### config.mk
export PLATFORM = sky130hd
export DESIGN_NAME = mem_debug_loader
export DESIGN_NICKNAME = d
export VERILOG_FILES = /design/src/rtl/mem_loader_pkg.sv /design/src/rtl/mem_loader_rdpipe.sv /design/src/rtl/mem_debug_loader.sv
export SDC_FILE = /design/constraint.sdc
export NUM_CORES = 1
export LEC_CHECK = 0
export CAP_MARGIN = 15
export CORE_ASPECT_RATIO = 2
export CORE_MARGIN = 3
export CORE_UTILIZATION = 30
export DETAILED_ROUTE_END_ITERATION = 8
export MAX_ROUTING_LAYER = met4
export RECOVER_POWER = 50
export SYNTH_ARGS = -nofsm -noshare
export SYNTH_HDL_FRONTEND = slang
export SYNTH_HIERARCHICAL = 1
export SYNTH_SLANG_ARGS = --single-unit
### constraint.sdc
create_clock -name clk -period 8.3 [get_ports clk]
set_clock_uncertainty 0.05 [all_clocks]
set_input_delay 1.66 -clock clk [delete_from_list [all_inputs] [get_ports clk]]
set_output_delay 1.66 -clock clk [all_outputs]
set_load 0.005 [all_outputs]
### src/rtl/mem_loader_pkg.sv
// -----------------------------------------------------------------------------
// mem_loader_pkg
//   Shared definitions for the memory debug loader:
//     - state_t      : loader FSM states
//     - DEF_*        : default address/data widths
//     - chk_update() : running checksum step, rotate-left-by-one then add,
//                      evaluated modulo 2^width
// -----------------------------------------------------------------------------
package mem_loader_pkg;

    localparam int DEF_ADDR_WIDTH = 10;
    localparam int DEF_DATA_WIDTH = 64;

    // Widest data word the checksum helper can handle.
    localparam int CHK_MAX_W = 256;

    typedef enum logic [2:0] {
        ST_IDLE,
        ST_LOAD,
        ST_VERIFY,
        ST_DRAIN,
        ST_FINISH
    } state_t;

    // The helper is written for a fixed maximum width so that modules with any
    // DATA_WIDTH up to CHK_MAX_W can share it; callers zero-extend their
    // operands and truncate the result back to their own width.
    function automatic logic [CHK_MAX_W-1:0] chk_update(
        input logic [CHK_MAX_W-1:0] acc,
        input logic [CHK_MAX_W-1:0] word,
        input int                   width
    );
        logic [CHK_MAX_W-1:0] mask;
        logic [CHK_MAX_W-1:0] rot;
        mask = (CHK_MAX_W'(1) << width) - CHK_MAX_W'(1);
        rot  = ((acc << 1) | (acc >> (width - 1))) & mask;
        return (rot + word) & mask;
    endfunction

endpackage

### src/rtl/mem_loader_rdpipe.sv
// -----------------------------------------------------------------------------
// mem_loader_rdpipe
//   Read-side tracking for the verify phase. A RD_LATENCY-deep valid shift
//   register follows each issued read address so that the matching memory
//   word is recognised when it returns; every recognised word is folded into
//   the read-side checksum.
//
// Ports
//   clk, reset   : clock, asynchronous active-high reset
//   clear        : synchronous clear of pipe and checksum (new run)
//   tag_in       : a real read address is on the memory port this cycle
//   rdata        : memory read data
//   vld_out      : rdata carries a tagged (expected) word this cycle
//   chk_read     : running checksum over all consumed read words
// -----------------------------------------------------------------------------
module mem_loader_rdpipe
    import mem_loader_pkg::*;
#(
    parameter int DATA_WIDTH = DEF_DATA_WIDTH,
    parameter int RD_LATENCY = 1
) (
    input  logic                  clk,
    input  logic                  reset,
    input  logic                  clear,
    input  logic                  tag_in,
    input  logic [DATA_WIDTH-1:0] rdata,
    output logic                  vld_out,
    output logic [DATA_WIDTH-1:0] chk_read
);

    logic [RD_LATENCY-1:0] vld_p;

    function automatic logic [DATA_WIDTH-1:0] chk_next(
        input logic [DATA_WIDTH-1:0] acc,
        input logic [DATA_WIDTH-1:0] word
    );
        return DATA_WIDTH'(chk_update(CHK_MAX_W'(acc), CHK_MAX_W'(word), DATA_WIDTH));
    endfunction

    assign vld_out = vld_p[RD_LATENCY-1];

    always_ff @(posedge clk or posedge reset) begin
        if (reset) begin
            vld_p    <= '0;
            chk_read <= '0;
        end else if (clear) begin
            vld_p    <= '0;
            chk_read <= '0;
        end else begin
            // stage 0 takes the tag of the address presented this cycle
            vld_p[0] <= tag_in;
            for (int k = 1; k < RD_LATENCY; k++) begin
                vld_p[k] <= vld_p[k-1];
            end
            // last stage lines up with the returning word
            if (vld_p[RD_LATENCY-1]) begin
                chk_read <= chk_next(chk_read, rdata);
            end
        end
    end

endmodule

### src/rtl/mem_debug_loader.sv
// -----------------------------------------------------------------------------
// mem_debug_loader
//   Host-side initiator for the core's memory debug port. Streams a block of
//   host words into memory through the setup_mem write path, then (when
//   MEM_LOADER_VERIFY_EN is defined) reads the same range back through the
//   verify_mem path and compares checksums. The core is held disabled
//   (core_en=0) while the loader is busy.
//
// Build option
//   MEM_LOADER_VERIFY_EN : defined   -> LOAD, VERIFY, DRAIN, FINISH
//                          undefined -> LOAD goes straight to FINISH,
//                                       verify_mem and error tied low,
//                                       mem_rdata_in ignored
//
// Ports
//   clk, reset     : clock, asynchronous active-high reset
//   start          : one-cycle run request, taken only when idle
//   base_addr      : first memory address (latched on start)
//   word_count     : words to transfer, 0..2^ADDR_WIDTH (latched on start)
//   host_valid/ready/data : host word stream handshake
//   mem_addr_out   : memory address to the core
//   mem_wdata_out  : memory write data to the core
//   setup_mem      : one-cycle write strobe per word
//   verify_mem     : read-port select during verify
//   mem_rdata_in   : memory read data from the core
//   core_en        : core enable, low while busy
//   busy           : loader not idle
//   done           : one-cycle completion pulse
//   error          : checksum mismatch of the last run (sticky)
//   checksum       : load-side checksum of the last run
// -----------------------------------------------------------------------------
module mem_debug_loader
    import mem_loader_pkg::*;
#(
    parameter int ADDR_WIDTH = DEF_ADDR_WIDTH,
    parameter int DATA_WIDTH = DEF_DATA_WIDTH,
    parameter int RD_LATENCY = 1
) (
    input  logic                  clk,
    input  logic                  reset,
    input  logic                  start,
    input  logic [ADDR_WIDTH-1:0] base_addr,
    input  logic [ADDR_WIDTH:0]   word_count,
    input  logic                  host_valid,
    output logic                  host_ready,
    input  logic [DATA_WIDTH-1:0] host_data,
    output logic [ADDR_WIDTH-1:0] mem_addr_out,
    output logic [DATA_WIDTH-1:0] mem_wdata_out,
    output logic                  setup_mem,
    output logic                  verify_mem,
    input  logic [DATA_WIDTH-1:0] mem_rdata_in,
    output logic                  core_en,
    output logic                  busy,
    output logic                  done,
    output logic                  error,
    output logic [DATA_WIDTH-1:0] checksum
);

    state_t                state;
    logic [ADDR_WIDTH-1:0] base_r;
    logic [ADDR_WIDTH:0]   count_r;
    logic [ADDR_WIDTH:0]   idx;
    logic [DATA_WIDTH-1:0] chk_load;
    logic                  start_acc;
    logic                  vld_out;
    logic [DATA_WIDTH-1:0] chk_read;

    function automatic logic [DATA_WIDTH-1:0] chk_next(
        input logic [DATA_WIDTH-1:0] acc,
        input logic [DATA_WIDTH-1:0] word
    );
        return DATA_WIDTH'(chk_update(CHK_MAX_W'(acc), CHK_MAX_W'(word), DATA_WIDTH));
    endfunction

    assign start_acc = (state == ST_IDLE) && start;

`ifdef MEM_LOADER_VERIFY_EN
    // rd_tag marks cycles whose address is a real read; verify_mem alone is
    // not enough because it stays high through the drain cycles.
    logic                rd_tag;
    logic [ADDR_WIDTH:0] rd_cnt;

    mem_loader_rdpipe #(
        .DATA_WIDTH (DATA_WIDTH),
        .RD_LATENCY (RD_LATENCY)
    ) u_rdpipe (
        .clk      (clk),
        .reset    (reset),
        .clear    (start_acc),
        .tag_in   (rd_tag),
        .rdata    (mem_rdata_in),
        .vld_out  (vld_out),
        .chk_read (chk_read)
    );
`else
    logic unused_rd;

    mem_loader_rdpipe #(
        .DATA_WIDTH (DATA_WIDTH),
        .RD_LATENCY (RD_LATENCY)
    ) u_rdpipe (
        .clk      (clk),
        .reset    (reset),
        .clear    (start_acc),
        .tag_in   (1'b0),
        .rdata    ('0),
        .vld_out  (vld_out),
        .chk_read (chk_read)
    );

    assign verify_mem = 1'b0;
    assign error      = 1'b0;
    assign unused_rd  = ^{mem_rdata_in, chk_read, vld_out};
`endif

    always_ff @(posedge clk or posedge reset) begin
        if (reset) begin
            state         <= ST_IDLE;
            base_r        <= '0;
            count_r       <= '0;
            idx           <= '0;
            chk_load      <= '0;
            host_ready    <= 1'b0;
            setup_mem     <= 1'b0;
            mem_addr_out  <= '0;
            mem_wdata_out <= '0;
            core_en       <= 1'b1;
            busy          <= 1'b0;
            done          <= 1'b0;
            checksum      <= '0;
`ifdef MEM_LOADER_VERIFY_EN
            verify_mem    <= 1'b0;
            error         <= 1'b0;
            rd_tag        <= 1'b0;
            rd_cnt        <= '0;
`endif
        end else begin
            setup_mem <= 1'b0;
            done      <= 1'b0;
`ifdef MEM_LOADER_VERIFY_EN
            rd_tag    <= 1'b0;
`endif
            case (state)
                ST_IDLE: begin
                    if (start) begin
                        base_r   <= base_addr;
                        count_r  <= word_count;
                        idx      <= '0;
                        chk_load <= '0;
                        checksum <= '0;
                        busy     <= 1'b1;
                        core_en  <= 1'b0;
`ifdef MEM_LOADER_VERIFY_EN
                        error    <= 1'b0;
                        rd_cnt   <= '0;
`endif
                        if (word_count == '0) begin
                            state <= ST_FINISH;
                        end else begin
                            state      <= ST_LOAD;
                            host_ready <= 1'b1;
                        end
                    end
                end

                ST_LOAD: begin
                    if (host_valid && host_ready) begin
                        setup_mem     <= 1'b1;
                        mem_addr_out  <= base_r + idx[ADDR_WIDTH-1:0];
                        mem_wdata_out <= host_data;
                        chk_load      <= chk_next(chk_load, host_data);
                        if (idx == count_r - 1'b1) begin
                            host_ready <= 1'b0;
                            idx        <= '0;
`ifdef MEM_LOADER_VERIFY_EN
                            state      <= ST_VERIFY;
`else
                            state      <= ST_FINISH;
`endif
                        end else begin
                            idx <= idx + 1'b1;
                        end
                    end
                end

`ifdef MEM_LOADER_VERIFY_EN
                // Entered in the cycle the final write strobe is on the port;
                // the registered read address therefore follows it directly.
                ST_VERIFY: begin
                    verify_mem   <= 1'b1;
                    rd_tag       <= 1'b1;
                    mem_addr_out <= base_r + idx[ADDR_WIDTH-1:0];
                    if (idx == count_r - 1'b1) begin
                        state <= ST_DRAIN;
                    end else begin
                        idx <= idx + 1'b1;
                    end
                end

                ST_DRAIN: begin
                    if (vld_out && (rd_cnt == count_r - 1'b1)) begin
                        verify_mem <= 1'b0;
                        state      <= ST_FINISH;
                    end
                end
`endif

                ST_FINISH: begin
                    done     <= 1'b1;
                    checksum <= chk_load;
                    busy     <= 1'b0;
                    core_en  <= 1'b1;
                    state    <= ST_IDLE;
`ifdef MEM_LOADER_VERIFY_EN
                    error    <= (chk_read != chk_load);
`endif
                end

                default: begin
                    state <= ST_IDLE;
                end
            endcase

`ifdef MEM_LOADER_VERIFY_EN
            if (vld_out) begin
                rd_cnt <= rd_cnt + 1'b1;
            end
`endif
        end
    end

endmodule

==> results.yml <==
cells_and_area:
  final_cell_mix: "nand2_1 (505), dfrtp_1 (240), dlygate4sd3_1 (141)"
  finish.instance_area_sq_mm: 0.01710
  fin_util_pct: 38.70
  fillers: 4554
  num_antenna_cells: 0
  drive_gt1_share_pct: 3.795
  final_common_cell: "nand2_1"
  areaGrowthSynthToFinish_pct: 27.40
  nets: 2003
floorplan:
  die_w_microns: 155.6
  initial_utilization_pct: 30.38
  ios: 298
  die_h_microns: 305.1
  rows: 109
  core_sq_mm: 0.04419
  die_area_sq_mm: 0.04747
logic_synthesis:
  synth_compound_area_share_pct: 15.89
  postSynthCellCount: 1584
  synth-main-ff-cell: "dfrtp_1"
  synth_edf_count: 0
  synth_area_sq_mm: 0.01342
  ys_async_sr_fraction_pct: 100.0
  avgSynthCellArea_sq_um: 8.474
  ys_ff_latch: 241
  synth-simple-area-share_pct: 23.38
  synthAdderAreaFrac_pct: 7.196
  synth_xor_xnor_area_share_pct: 5.155
  synth_warnings: 6
  synth_top_family_by_area: "simple AND/OR/NAND/NOR gates"
  yosysUniqueCellTypes: 75
  ys_seq_area_share_pct: 44.94
  synth_mux_area_share_pct: 0.2237
hold_path:
  min_path_cells: 2
  hold_path.class: "register to register"
  min_from: "mem_wdata_out[41]"
  holdPathEnd: "mem_wdata_out[41]"
placed_design:
  placed_area_sq_mm: 0.01625
  place_congestion: 0.8799
  hpwl_microns: 30150
  io_buffers: 231
pwr:
  switching_share_pct: 39.89
  sequentialPowerShare_pct: 32.0
  p_switching_mw: 2.506
  total_power_mw: 6.282
  pwr-share-clk_pct: 20.0
  powerDensity_mw_per_mm2: 367.3
  comb_power_share_pct: 48.0
  p_int_mw: 3.776
  ir_drop_mv: 0.2256
  power.leakage_nw: 7.672
timing:
  finalSetupTns_ps: 0
  setup_viol: 0
  slew_viol_final: 310
  tightest_slew_ps: 4455
  min_period_ps: 5721
  relSlewSlack_pct: -197.0
  final_hold_viol_count: 0
  min_period_over_period_pct: 68.93
  rsz0062_at_grt: "false"
  max_freq_mhz: 174.8
detailed_routing:
  wl_microns: 41840
  drcViolationCount: 0
  wire_per_inst_microns: 17.83
  detail-route-antenna-nets: 0
  via_per_inst: 5.012
  drt-initial-drc-count: 398
  dr.pass1.iters: 4
  num_vias: 11760
outcome:
  run_status: "finished with violations"
  violations: "capacitance limit, slew limit"
clocking:
  clk_pin_slew_ps: 70
  clock_sinks: 241
  root_buffer: "clkbuf_16"
  cts_buffers: 25
  ctsLongestPathBuffers: 3
  insertion_delay_ps: 540
  hold_buffers: 0
  post_cts_buffers: 0
  cts_tree: "done"
  h-tree-depth: 1
  cts_repair_resize_count: 0
grt:
  grt_pass1_wl_microns: 66140
  grt_pass1_vias: 12070
  grt_max_degree: 144
  grt_use_total_pct: 17.87
  antenna_found_initial: 0
  grt-ovfl-total: 0
critical_path:
  slowest_delay_ps: 1390
  crit_top_cell: "nand3_1"
  rr_startpoint: "state[0]"
  ff2ff_path_depth: 6
  arrival_ps: 6150
  rr_endpoint: "checksum[3]"
  cp_max_fo: 51
  r2r_setup_slack_ps: 2820
  path_cells: "dlygate4sd3_1 -> nand3_1 -> inv_2 -> buf_4 -> nand3b_1 -> or3_1 -> nand3_1"
  required_ps: 8730
  crit_path_end_kind: "register"
  cp_slowest_cell: "nand3_1"
  critPathKind: "input port to register"
  start_kind: "input port"
run:
  cap_violations: 5
-- cells in the mapped netlist (all sizes together) (5+ instances only) --
library cell  count  area [sq um]
a2111oi           7         98.85
nor3             12         60.06
nand4            17         112.6
o31ai             8         65.06
inv              33         123.9
a31oi            10         77.57
and2              9         56.31
dfrtp           240          6006
nor2b             9         56.30
nor4              7         56.30
and3              8         50.05
nand2           506          1902
o211ai            7         57.55
o21bai           23         172.7
a21oi            81         405.4
nand2b           10         62.56
clkbuf           67         251.5
nor2             57         214.0
ha               74         925.9
nand3            87         435.4
buf              11         48.79
xor2             29         254.0
o21ai           114         570.6
xnor2            50         437.9
a21o             31         232.7
a211oi            5         42.54
o21a              9         67.56
-- worst max path at each step --
stage                       startpoint      endpoint  depth (start not counted)
final                       host_valid  chk_load[60]                          7
after CTS                 host_data[0]  chk_load[36]                         14
after global routing          state[0]   checksum[3]                          6
after detailed placement  host_data[0]  chk_load[36]                         14
after floorplan                  reset     base_r[0]                          1
after global placement    host_data[0]  chk_load[36]                         14
-- final cells by class --
| type | count | area (sq um) | area share, % |
|---|---|---|---|
| Clock buffer | 31 | 658.1 | 3.848 |
| Clock inverter | 14 | 234.0 | 1.368 |
| Inverter | 34 | 128.9 | 0.7536 |
| Multi-Input combinational cell | 1232 | 6977 | 40.80 |
| Sequential cell | 241 | 6032 | 35.27 |
| Tap cell | 555 | 694.4 | 4.061 |
| Timing Repair Buffer | 240 | 2377 | 13.90 |
-- per-stage QoR --
stage	hold WS [ps]	std cells	setup slack, ps
6_report	414.8	2347	2579
3_3_place_gp	399.1	2302	2660
2_1_floorplan	398.2	1585	3429
3_5_place_dp	405.2	2302	2607
5_1_grt	440.7	2347	1999
4_1_cts	427.1	2347	3179
-- power groups by stage --
stage               Clock, mW  Sequential (mW)  Combinational [mW]
finish                   1.26             2.01                3.02
floorplan                   0             1.98                1.94
global route             1.34             2.08                3.39
detailed placement          0             2.05                3.13
CTS                      1.30             2.03                3.15
global placement            0             2.03                3.08
-- cells by family (layout without fill, tap and decap cells) --
| family | count (synthesis) | count (layout) |
|---|---|---|
| xor+xnor | 79 | 79 |
| compound gates | 333 | 333 |
| fa+ha+maj | 76 | 76 |
| buf+inv | 112 | 319 |
| simple gates | 739 | 739 |
| mux | 3 | 3 |
| other cells | 1 | 2 |
| flops | 241 | 241 |
-- sequential cells by signal (all words and copies together) (netlist names), 2 cells and up --
register / count
mem_wdata_out: 64
state: 2
mem_addr_out: 10
count_r: 11
checksum: 64
base_r: 10
chk_load: 64
idx: 11
-- metal layers --
layer  vias to the layer above  track usage [%]  share of wire (%)
met4                         0            7.010                4.0
met1                      5595            19.33                 38
li1                       5801                -                  -
met2                       283            33.05                 54
met3                        85            1.813                4.0
met5                         -                -                  0
-- critical path, delay by kind of cell --
family,cells,cell delay [ps]
and+or+nand+nor,4,1910
buffers and inverters,3,2500
Note: power is estimated with default switching activity, not from simulation.
